===== config.mk =====
export PLATFORM = sky130hd
export DESIGN_NAME = prbs_fec_punct
export DESIGN_NICKNAME = d
export VERILOG_FILES = /design/src/rtl/prbs_fec_pkg.sv /design/src/rtl/prbs_lfsr.sv /design/src/rtl/prbs_fec_punct.sv
export SDC_FILE = /design/constraint.sdc
export NUM_CORES = 1
export LEC_CHECK = 0
export BUFFER_PORTS_ARGS = -buffer_cell sky130_fd_sc_hd__clkbuf_2
export CAP_MARGIN = 20
export CELL_PAD_IN_SITES_DETAIL_PLACEMENT = 1
export CELL_PAD_IN_SITES_GLOBAL_PLACEMENT = 2
export CORE_AREA = 2 2 146 148
export DETAILED_ROUTE_END_ITERATION = 10
export DIE_AREA = 0 0 148 150
export PLACE_DENSITY = 0.88
export SETUP_SLACK_MARGIN = 0.05
export SYNTH_ARGS = -nofsm -noshare
export SYNTH_HDL_FRONTEND = slang
export SYNTH_SLANG_ARGS = --single-unit

===== constraint.sdc =====
create_clock -name clk -period 8.2 [get_ports clk]
set_clock_uncertainty 0.15 [all_clocks]
set_input_delay 2.05 -clock clk [delete_from_list [all_inputs] [get_ports clk]]
set_output_delay 2.05 -clock clk [all_outputs]
set_load 0.1 [all_outputs]

===== src/rtl/prbs_fec_pkg.sv =====
// Shared types and constants for the PRBS randomizer + punctured K=7 convolutional encoder.
package prbs_fec_pkg;

  typedef enum logic [1:0] {
    RATE_1_2     = 2'b00,
    RATE_2_3     = 2'b01,
    RATE_3_4     = 2'b10,
    RATE_ILLEGAL = 2'b11
  } rate_e;

  typedef enum logic [1:0] {StIdle, StFill, StPreload, StEncode} fsm_e;

  localparam logic [6:0] G1 = 7'o171;
  localparam logic [6:0] G2 = 7'o133;

  // Emission slots: bit p of *_Y picks Y for slot p; bit p of *_ADV marks the
  // slot that retires an input bit (its other symbol is either emitted or punctured).
  localparam logic [3:0] PUNCT_Y_1_2   = 4'b0010;
  localparam logic [3:0] PUNCT_ADV_1_2 = 4'b0010;
  localparam logic [3:0] PUNCT_Y_2_3   = 4'b0110;
  localparam logic [3:0] PUNCT_ADV_2_3 = 4'b0110;
  localparam logic [3:0] PUNCT_Y_3_4   = 4'b0110;
  localparam logic [3:0] PUNCT_ADV_3_4 = 4'b1110;

  function automatic logic [3:0] punct_y(rate_e r);
    case (r)
      RATE_2_3: return PUNCT_Y_2_3;
      RATE_3_4: return PUNCT_Y_3_4;
      default:  return PUNCT_Y_1_2;
    endcase
  endfunction

  function automatic logic [3:0] punct_adv(rate_e r);
    case (r)
      RATE_2_3: return PUNCT_ADV_2_3;
      RATE_3_4: return PUNCT_ADV_3_4;
      default:  return PUNCT_ADV_1_2;
    endcase
  endfunction

  function automatic logic [1:0] punct_last(rate_e r);
    case (r)
      RATE_2_3: return 2'd2;
      RATE_3_4: return 2'd3;
      default:  return 2'd1;
    endcase
  endfunction

  function automatic int unsigned coded_len(rate_e r, int unsigned n);
    case (r)
      RATE_2_3: return (n * 3) / 2;
      RATE_3_4: return (n * 4) / 3;
      default:  return 2 * n;
    endcase
  endfunction

endpackage


===== src/rtl/prbs_lfsr.sv =====
// WiMAX randomizer LFSR (1 + x^14 + x^15); shared with the derandomizer.
module prbs_lfsr #(
  parameter int unsigned PRBS_LEN = 15
) (
  input  logic              clk,
  input  logic              reset,
  input  logic              load,
  input  logic              enable,
  input  logic [PRBS_LEN:1] seed,
  output logic              prbs_bit
);

  logic [PRBS_LEN:1] lfsr_q, lfsr_d;

  assign prbs_bit = lfsr_q[PRBS_LEN-1] ^ lfsr_q[PRBS_LEN];

  always_comb begin
    lfsr_d = lfsr_q;
    if (load) begin
      // seed MSB lands in stage 1
      for (int k = 1; k <= PRBS_LEN; k++) begin
        lfsr_d[k] = seed[PRBS_LEN+1-k];
      end
    end else if (enable) begin
      lfsr_d = {lfsr_q[PRBS_LEN-1:1], prbs_bit};
    end
  end

  always_ff @(posedge clk) begin
    if (reset) lfsr_q <= '0;
    else       lfsr_q <= lfsr_d;
  end

endmodule


===== src/rtl/prbs_fec_punct.sv =====
// Randomizer feeding a block-buffered tail-biting K=7 encoder with runtime puncturing
// and valid/ready flow control on both sides.
module prbs_fec_punct
  import prbs_fec_pkg::*;
#(
  parameter int unsigned BLOCK_BITS = 96,
  parameter int unsigned PRBS_LEN   = 15,
  parameter int unsigned K          = 7
) (
  input  logic              clk,
  input  logic              reset,
  input  logic              load,
  input  logic [PRBS_LEN:1] seed,
  input  logic [1:0]        rate_sel,
  input  logic              in_data,
  input  logic              in_valid,
  output logic              in_ready,
  output logic              out_data,
  output logic              out_valid,
  input  logic              out_ready,
  output logic              block_done,
  output logic              rate_err
);

  localparam int unsigned CntW = $clog2(BLOCK_BITS);
  localparam int unsigned SymW = $clog2(2 * BLOCK_BITS);

  fsm_e                  state_q, state_d;
  rate_e                 rate_q, rate_d;
  logic                  rate_err_q, rate_err_d;
  logic [CntW-1:0]       wr_cnt_q, wr_cnt_d, rd_cnt_q, rd_cnt_d;
  logic [1:0]            phase_q, phase_d;
  logic [SymW-1:0]       sym_cnt_q, sym_cnt_d, sym_last;
  logic [K-2:0]          enc_q, enc_d;
  logic [BLOCK_BITS-1:0] buf_q, buf_d;
  logic                  in_ready_q, in_ready_d, out_valid_q, out_valid_d;
  logic                  out_data_q, out_data_d, block_done_q, block_done_d;
  logic                  lfsr_load, lfsr_en, prbs_bit, accept;
  logic [3:0]            ymask, advmask;
  logic [K-1:0]          enc_vec;

  prbs_lfsr #(.PRBS_LEN(PRBS_LEN)) u_lfsr (
    .clk      (clk),
    .reset    (reset),
    .load     (lfsr_load),
    .enable   (lfsr_en),
    .seed     (seed),
    .prbs_bit (prbs_bit)
  );

  assign accept   = (state_q == StFill) && in_valid && in_ready_q;
  assign ymask    = punct_y(rate_q);
  assign advmask  = punct_adv(rate_q);
  assign sym_last = SymW'(coded_len(rate_q, BLOCK_BITS) - 1);

  always_comb begin
    state_d    = state_q;
    rate_d     = rate_q;
    rate_err_d = rate_err_q;
    wr_cnt_d   = wr_cnt_q;
    rd_cnt_d   = rd_cnt_q;
    phase_d    = phase_q;
    sym_cnt_d  = sym_cnt_q;
    enc_d      = enc_q;
    buf_d      = buf_q;
    lfsr_load  = 1'b0;
    lfsr_en    = 1'b0;
    unique case (state_q)
      StIdle: begin
        if (load) begin
          if (rate_sel == RATE_ILLEGAL) begin
            rate_err_d = 1'b1;
          end else begin
            rate_err_d = 1'b0;
            rate_d     = rate_e'(rate_sel);
            lfsr_load  = 1'b1;
            wr_cnt_d   = '0;
            state_d    = StFill;
          end
        end
      end
      StFill: begin
        if (accept) begin
          lfsr_en         = 1'b1;
          buf_d[wr_cnt_q] = in_data ^ prbs_bit;
          wr_cnt_d        = wr_cnt_q + CntW'(1);
          if (wr_cnt_q == CntW'(BLOCK_BITS - 1)) begin
            wr_cnt_d = '0;
            state_d  = StPreload;
          end
        end
      end
      StPreload: begin
        // Tail-biting: start from the block's last K-1 bits, newest as s1.
        enc_d     = buf_q[BLOCK_BITS-1 -: K-1];
        rd_cnt_d  = '0;
        phase_d   = '0;
        sym_cnt_d = '0;
        state_d   = StEncode;
      end
      StEncode: begin
        if (out_ready) begin
          if (sym_cnt_q == sym_last) begin
            state_d = StIdle;
          end else begin
            sym_cnt_d = sym_cnt_q + SymW'(1);
            phase_d   = (phase_q == punct_last(rate_q)) ? 2'd0 : phase_q + 2'd1;
            if (advmask[phase_q]) begin
              enc_d    = {buf_q[rd_cnt_q], enc_q[K-2:1]};
              rd_cnt_d = rd_cnt_q + CntW'(1);
            end
          end
        end
      end
      default: state_d = StIdle;
    endcase
  end

  // Outputs are precomputed from the next pointer so they appear registered.
  always_comb begin
    enc_vec      = {buf_q[rd_cnt_d], enc_d};
    in_ready_d   = (state_d == StFill);
    out_valid_d  = (state_d == StEncode);
    out_data_d   = 1'b0;
    block_done_d = 1'b0;
    if (out_valid_d) begin
      out_data_d   = ymask[phase_d] ? ^(enc_vec & G2) : ^(enc_vec & G1);
      block_done_d = (sym_cnt_d == sym_last);
    end
  end

  always_ff @(posedge clk) begin
    if (reset) begin
      state_q      <= StIdle;
      rate_q       <= RATE_1_2;
      rate_err_q   <= 1'b0;
      wr_cnt_q     <= '0;
      rd_cnt_q     <= '0;
      phase_q      <= '0;
      sym_cnt_q    <= '0;
      enc_q        <= '0;
      buf_q        <= '0;
      in_ready_q   <= 1'b0;
      out_valid_q  <= 1'b0;
      out_data_q   <= 1'b0;
      block_done_q <= 1'b0;
    end else begin
      state_q      <= state_d;
      rate_q       <= rate_d;
      rate_err_q   <= rate_err_d;
      wr_cnt_q     <= wr_cnt_d;
      rd_cnt_q     <= rd_cnt_d;
      phase_q      <= phase_d;
      sym_cnt_q    <= sym_cnt_d;
      enc_q        <= enc_d;
      buf_q        <= buf_d;
      in_ready_q   <= in_ready_d;
      out_valid_q  <= out_valid_d;
      out_data_q   <= out_data_d;
      block_done_q <= block_done_d;
    end
  end

  assign in_ready   = in_ready_q;
  assign out_valid  = out_valid_q;
  assign out_data   = out_data_q;
  assign block_done = block_done_q;
  assign rate_err   = rate_err_q;

endmodule

# == After elaboration in Yosys (flattened, before gate mapping) ==
# Cells that the tools add are included.
# word_totals
ff_bits,150
inputBits,23
output_inout_bits,5
elab_cells,118
# classes
n_addsub,5
magnitude_cmp,6
n_eq_ne,18
muxes,54
n_bitwise,4
reduce_logical,16
# op_table
cell,count
$bwmux W96,1
$mux W7,7
$pmux W7 S2,3
$mux W15,2
$lt A7 B8 Y1 const B,3
$mux W2,12
$mux W6,3
$eq A8 B8 Y1,2
$mux W8,2
$pmux W8 S2,1
$add A7 B1 Y7 const B,2
$bmux W1 S7,2
$reduce_xor A7 Y1,2
$mux W1,12
$ne A2 B2 Y1 const B,6
$pmux W6 S2,1
$eq A2 B2 Y1 const B,5
$add A8 B1 Y8 const B,1
$pmux W2 S2,2
$pmux W2 S4,1
$pmux W4 S2,1
$reduce_and A4 Y1,2
$sub A8 B1 Y8 const B,1
$demux W1 S7,1
16 further kinds,28

# == Depth between registers and ports, before layout ==
# Gate-level depths: netlist of the first run.
# logic_depth
word_depth,15
mapped_depth,16
depth_no_buf,13

# == Hierarchy ==
# Synthesis of the first run repeated with hierarchy kept, for this count alone.
# hier_totals
cells_unflattened,1010
hier_area_um2,8780.9
# modules_own_cells
module,instances,cells_per_inst,area_each_um2,seq_area_each_um2
prbs_fec_punct,1,941,7997.7,2702.6
prbs_lfsr,1,69,783.3,300.3

# == Least setup slack after synthesis of the first run ==
# Ideal clock, no wire load.
# synth_timing
path_kind,input -> register
from,input port out_ready
to,register out_data_q (netlist: out_data)
setup_ps,123
t_arrival_ps,4362
required_ps,7927
setup_slack_ps,3565
stages,12
path_buffers,2
cell_sequence,clkbuf_1 > nand3_1 > nor3_2 > xnor2_1 > buf_6 > mux4_2 > mux2_2 > o41ai_1 > a41o_1 > nor4b_2 > nor3_1 > nor3b_2
# synth_between
elab_chain_cells,6
elab_cells_between_ends,18
classes_between,eq/ne (1); mux (13); bitwise (1); reduce/logical (3)
# synth_rtl
element,line_no,text
"start, declared",prbs_fec_punct.sv:20,"input logic out_ready,"
$mux W7,prbs_fec_punct.sv:102,if (out_ready) begin
$pmux W7 S2,prbs_fec_punct.sv:68,unique case (state_q)
$bmux W1 S7,prbs_fec_punct.sv:121,"enc_vec = {buf_q[rd_cnt_d], enc_d};"
$mux W1 (not written as such),prbs_fec_punct.sv:121,
$reduce_xor A7 Y1,prbs_fec_punct.sv:127,out_data_d = ymask[phase_d] ? ^(enc_vec & G2) : ^(enc_vec & G1);
$mux W1,prbs_fec_punct.sv:127,
"end signal, assigned",prbs_fec_punct.sv:159,out_data_q <= out_data_d;
"end, declared",prbs_fec_punct.sv:37,"logic out_data_q, out_data_d, block_done_q, block_done_d;"
# Parallel ways exist; a longest one is shown, timed or not. The select of a mux whose other input is x is not followed.
# A chain may end at the register's enable or synchronous reset.

# == Worst setup path after layout of the first run ==
# Same ends and word-level chain as after synthesis.

==> results of run 1 <==
==> synthesized netlist by cell type, types with 26 or more instances <==
library cell / instances / area share
nand4_1: 30 / 0.022
nor2_1: 81 / 0.036
a21oi_1: 121 / 0.071
mux4_2: 26 / 0.069
dfxtp_1: 150 / 0.35
nand3_1: 77 / 0.045
o21ai_0: 112 / 0.066
nand2_1: 85 / 0.038
clkbuf_1: 66 / 0.029
mux2i_1: 50 / 0.059
==> registers in the layout (all words and copies together), names as in the netlist, 2 cells and up <==
name,count
state_q,2
phase_q,2
rd_cnt_q,7
buf_q,96
enc_q,6
rate_q,2
u_lfsr.lfsr_q,15
wr_cnt_q,7
sym_cnt_q,8
==> path summary, 6_finish.rpt <==
check / to / slack, ps / cells after the start
max: out_data / 3150 / 12
min: u_lfsr.lfsr_q[11] / 310 / 2
max reg2reg: out_data / 3880 / 14
min reg2reg: u_lfsr.lfsr_q[11] / 310 / 2
==> report_power, final <==
group / internal, uW / switching, uW / total, uW / leakage, uW
sequential: 736 / 6.92 / 743 / 0.00121
clock: 523 / 331 / 855 / 0.000297
combinational: 24.2 / 79.3 / 104 / 0.00153
total: 1280 / 417 / 1700 / 0.00304
==> critical path: cells and delay by family <==
family	cells	cell delay (ps)
compound gates	4	1120
buf+inv	2	740
mux	2	660
simple gates	4	620
==> logic make-up after synthesis <==
kind of cell,Yosys count,synth area share
buf+inv,98,0.0517
mux,93,0.152
compound gates,322,0.224
fa+ha+maj,6,0.00884
flops,150,0.354
xor+xnor,18,0.0194
simple gates,334,0.190
==> layout make-up <==
type	instances	area share
Clock inverter	12	0.0189
Multi-Input combinational cell	773	0.539
Sequential cell	150	0.319
Tap cell	275	0.0365
Inverter	13	0.00518
Clock buffer	19	0.0481
Timing Repair Buffer	50	0.0329
==> metal layers <==
metal | vias up | part of all wire | routed length (um)
li1 | 3759 | - | -
met1 | 4055 | 0.46 | 13400
met2 | 196 | 0.47 | 13600
met3 | 49 | 0.045 | 1300
met4 | 0 | 0.021 | 597
met5 | - | 0 | 0
==> per-stage QoR <==
stage / util / hold slack [ps] / cells / setup WS (ps)
floorplan: - / 287 / 1021 / 3560
global placement: 0.425 / 295 / 1261 / 2840
detailed placement: 0.425 / 303 / 1261 / 2760
CTS: 0.455 / 315 / 1292 / 3190
global route: 0.455 / 341 / 1292 / 2930
finish: 0.455 / 313 / 1292 / 3150
==> impl_metrics.ini, run 1 <==
[outcome]
status = finished, final reports clean

[finish]
design_area_um2 = 9420
multi_input_area_um2 = 5080
nNetsFinal = 1034
drive_gt1_frac = 0.145
seq_area_um2 = 3000
n_antenna_cell = 0
area_growth_pct = 10.9
layout_commonest_cell = dfxtp_1
final_cell_mix = dfxtp_1 (149), a21oi_1 (121), o21ai_0 (112)
fillCellCount = 2494

[sta]
fin_crit_ps = 5050
min_period_over_period = 0.616
rsz0062_at_grt = no
worst_slew_pin_slew_ps = 1090
slew_headroom = 0.266
finalSetupViolations = 0
fin_tns_setup_ps = 0
fmax_ghz = 0.198
drv_slew = 0
hold_viol = 0

[place]
dp_hpwl_um = 18700
place_area_um2 = 8790
portBuffers = 27
place.gp.congestion = 0.818

[synthesis]
synth-seq-area-share = 0.354
syn_area_um2 = 8490
synth-seq-cells = 150
synth-edff-count = 0
async_flop_share = 0
synth_fp_nets = 1050
synth_top_flop_cell = dfxtp_1
syn_avg_cell_area_um2 = 8.32
syn_inst = 1021
synth_cell_type_count = 71
yosys_warnings = 0

[route]
routedWlPerCell_um = 22.3
vias = 8059
via_per_inst = 6.24
first_pass_iters = 5
drc = 0
wl_um = 28800
drt_first_iter_violations = 644
postRouteAntennaNets = 0

[floorplanning]
start_util = 0.410
core-area_um2 = 20700
die_area_um2 = 22200
die_h_um = 150
fp.dieW_um = 148
pin_count = 28
rows = 53

[grt]
antenna_found_initial = 0
grt_overflow = 0
grt_pass1_vias = 7989
grt_most_used_layer = met2
grt.met3_usage = 0.0460
use_met1 = 0.358
use_met2 = 0.426
grt_max_degree = 97
grt_pass1_wl_um = 45500
grt_util_all_layers = 0.263

[setup_path]
critPathArrivalTime_ps = 5210
crit_slowest_cell = buf_4
crit_fanout = 32
end_kind = flip-flop
worstSetupStartpoint = out_ready
cp-start-kind = input port
slowest_delay_ps = 520
worstPathRequired_ps = 8370
crit_chain = clkbuf_2, o211ai_1, nor4_1, a311o_2, buf_4, mux4_2, mux2_2, o41ai_1, a41o_1, nor4b_2, nor3_1, nor3b_2
worstSetupPathType = in2reg
r2r-start = rate_q[1]

[power_and_ir_drop]
powerDensity_nw_per_um2 = 181
leakagePower_uw = 0.00304
finalPower_uw = 1700
vdd_drop_max_mv = 0.132

[clock_tree]
ctsHoldBuffers = 0
cts_tree = built
numCtsBuffers = 17
htreeDepth = 4
cts_setup_buffers = 0
clockBufferDepth = 2
ctsResizeCount = 0
path_clk_slew_ps = 60
worstSkewPairLatency_ps = 430
cts_sinks = 150
cts-root-buf = clkbuf_16

[min_path]
holdCritStartpoint = u_lfsr.lfsr_q[11]
hp-class = reg2reg

[run]
drv_cap = 0
No activity file was read; power rests on OpenSTA's default activity.
==> run 2: changes to the inputs <==
--- a/config.mk
+++ b/config.mk
@@ -9,10 +9,10 @@
 export CAP_MARGIN = 20
 export CELL_PAD_IN_SITES_DETAIL_PLACEMENT = 1
 export CELL_PAD_IN_SITES_GLOBAL_PLACEMENT = 2
-export CORE_AREA = 2 2 146 148
+export CORE_AREA = 2 2 159 161
 export DETAILED_ROUTE_END_ITERATION = 10
-export DIE_AREA = 0 0 148 150
-export PLACE_DENSITY = 0.88
+export DIE_AREA = 0 0 161 163
+export PLACE_DENSITY = 0.79
 export SETUP_SLACK_MARGIN = 0.05
 export SYNTH_ARGS = -nofsm -noshare
 export SYNTH_HDL_FRONTEND = slang
==> constraint.sdc (replaced) <==
create_clock -name clk -period 4.45 [get_ports clk]
set_clock_uncertainty 0.15 [all_clocks]
set_input_delay 1.1125 -clock clk [delete_from_list [all_inputs] [get_ports clk]]
set_output_delay 1.1125 -clock clk [all_outputs]
set_load 0.1 [all_outputs]
==> run 2 against run 1 <==
Compared with the run above: critical path depth rose by 2; non-clock buffer count rose by 16; clock-buffer cell count fell by 2; critical path type is now reg2reg; largest cell class unchanged.
==> impl_metrics.ini, run 2 (same netlist as run 1, synthesis figures left out) <==
[clock_tree]
ctsHoldBuffers = 0
htreeDepth = 4
clockBufferDepth = 2
ctsResizeCount = 0
cts_tree = built
worstSkewPairLatency_ps = 440
cts_setup_buffers = 0
numCtsBuffers = 17
path_clk_slew_ps = 70
cts_sinks = 150
cts-root-buf = clkbuf_16

[sta]
worst_slew_pin_slew_ps = 1030
slew_headroom = 0.312
finalSetupViolations = 0
fin_tns_setup_ps = 0
min_period_over_period = 0.915
rsz0062_at_grt = no
hold_viol = 0
drv_slew = 0
fin_crit_ps = 4070
fmax_ghz = 0.246

[grt]
grt_pass1_vias = 8096
antenna_found_initial = 0
grt_max_degree = 97
grt_util_all_layers = 0.236
grt_pass1_wl_um = 47900
grt_overflow = 0

[setup_path]
end_kind = flip-flop
crit_fanout = 11
crit_slowest_cell = xnor2_1
cp_top_family = compound AO/OA/AOI/OAI gates
cp-start-kind = flip-flop
slowest_delay_ps = 490
critPathBufInv = 2
worstPathRequired_ps = 4610
worstSetupPathType = reg2reg
r2r-start = rate_q[0]
worstSetupStartpoint = rate_q[0]
critPathArrivalTime_ps = 4240
crit_chain = inv_1, ha_1, xor2_1, o2111a_2, nor3_2, xnor2_1, buf_4, or2_1, o22ai_1, a221oi_1, o211ai_1, a211oi_1, o21ai_0, nor3b_2

[finish]
drive_gt1_frac = 0.159
area_growth_pct = 12.8
final_cell_mix = dfxtp_1 (149), a21oi_1 (121), o21ai_0 (112)
n_antenna_cell = 0
nNetsFinal = 1050
reg_top3 = buf_q x96, u_lfsr.lfsr_q x15, sym_cnt_q x8
largest_reg_flops = 96
layout_commonest_cell = dfxtp_1
design_area_um2 = 9580
largest_register = buf_q
fin_util = 0.388

[route]
drt_first_iter_violations = 718
vias = 8140
postRouteAntennaNets = 0
first_pass_iters = 5
via_per_inst = 5.97
drc = 0
wl_um = 30400
routedWlPerCell_um = 22.3

[power_and_ir_drop]
powerDensity_nw_per_um2 = 319
leakagePower_uw = 0.00311
vdd_drop_max_mv = 0.260

[floorplanning]
rows = 58
die_h_um = 163
die_area_um2 = 26200
start_util = 0.344
core-area_um2 = 24700
fp.dieW_um = 161
pin_count = 28

[outcome]
status = finished, final reports clean

[place]
dp_hpwl_um = 19800
place.gp.congestion = 0.855
place_area_um2 = 8990
portBuffers = 27

[min_path]
hp-class = reg2reg
holdCritStartpoint = u_lfsr.lfsr_q[11]

[run]
drv_cap = 0
-- run 2: worst min-delay path, cell delays in order (launching register included) --
cell	delay, ps
dfxtp_1	310
nand2_1	50
a21oi_1	50
-- run 2: routing by layer --
| metal | track usage | vias up | routed length (um) |
|---|---|---|---|
| li1 | - | 3794 | - |
| met1 | 0.325 | 4128 | 14300 |
| met2 | 0.385 | 176 | 14400 |
| met3 | 0.0306 | 42 | 1050 |
| met4 | 0.0743 | 0 | 610 |
| met5 | 0 | - | 0 |
-- run 2: area by class of cell --
cell class / instances / area, um2
Inverter: 13 / 48.8
Timing Repair Buffer: 66 / 455
Fill cell: 2967 / 15100
Clock buffer: 17 / 425
Sequential cell: 150 / 3000
Tap cell: 330 / 413
Clock inverter: 15 / 156
Multi-Input combinational cell: 773 / 5080
-- run 2: path summary, 6_finish.rpt --
| kind | cells after the start | slack, ps | end |
|---|---|---|---|
| setup / recovery | 14 | 380 | out_data |
| hold / removal | 2 | 310 | u_lfsr.lfsr_q[11] |
| setup reg to reg | 14 | 380 | out_data |
| hold reg to reg | 2 | 310 | u_lfsr.lfsr_q[11] |
-- run 2: where the power goes --
part           switching, uW  internal, uW  total (uW)
combinational            152          51.3         203
clock                    689           796        1490
sequential              11.1          1360        1370
-- run 2: through the flow --
step	setup WS (ps)	hold WS, ps	cells	power (uW)
after global placement	441	294	1331	1600
after floorplan	752	287	1021	1530
final	378	307	1364	3060
after detailed placement	346	300	1331	1600
after CTS	447	310	1363	3070
after global routing	126	334	1364	3150
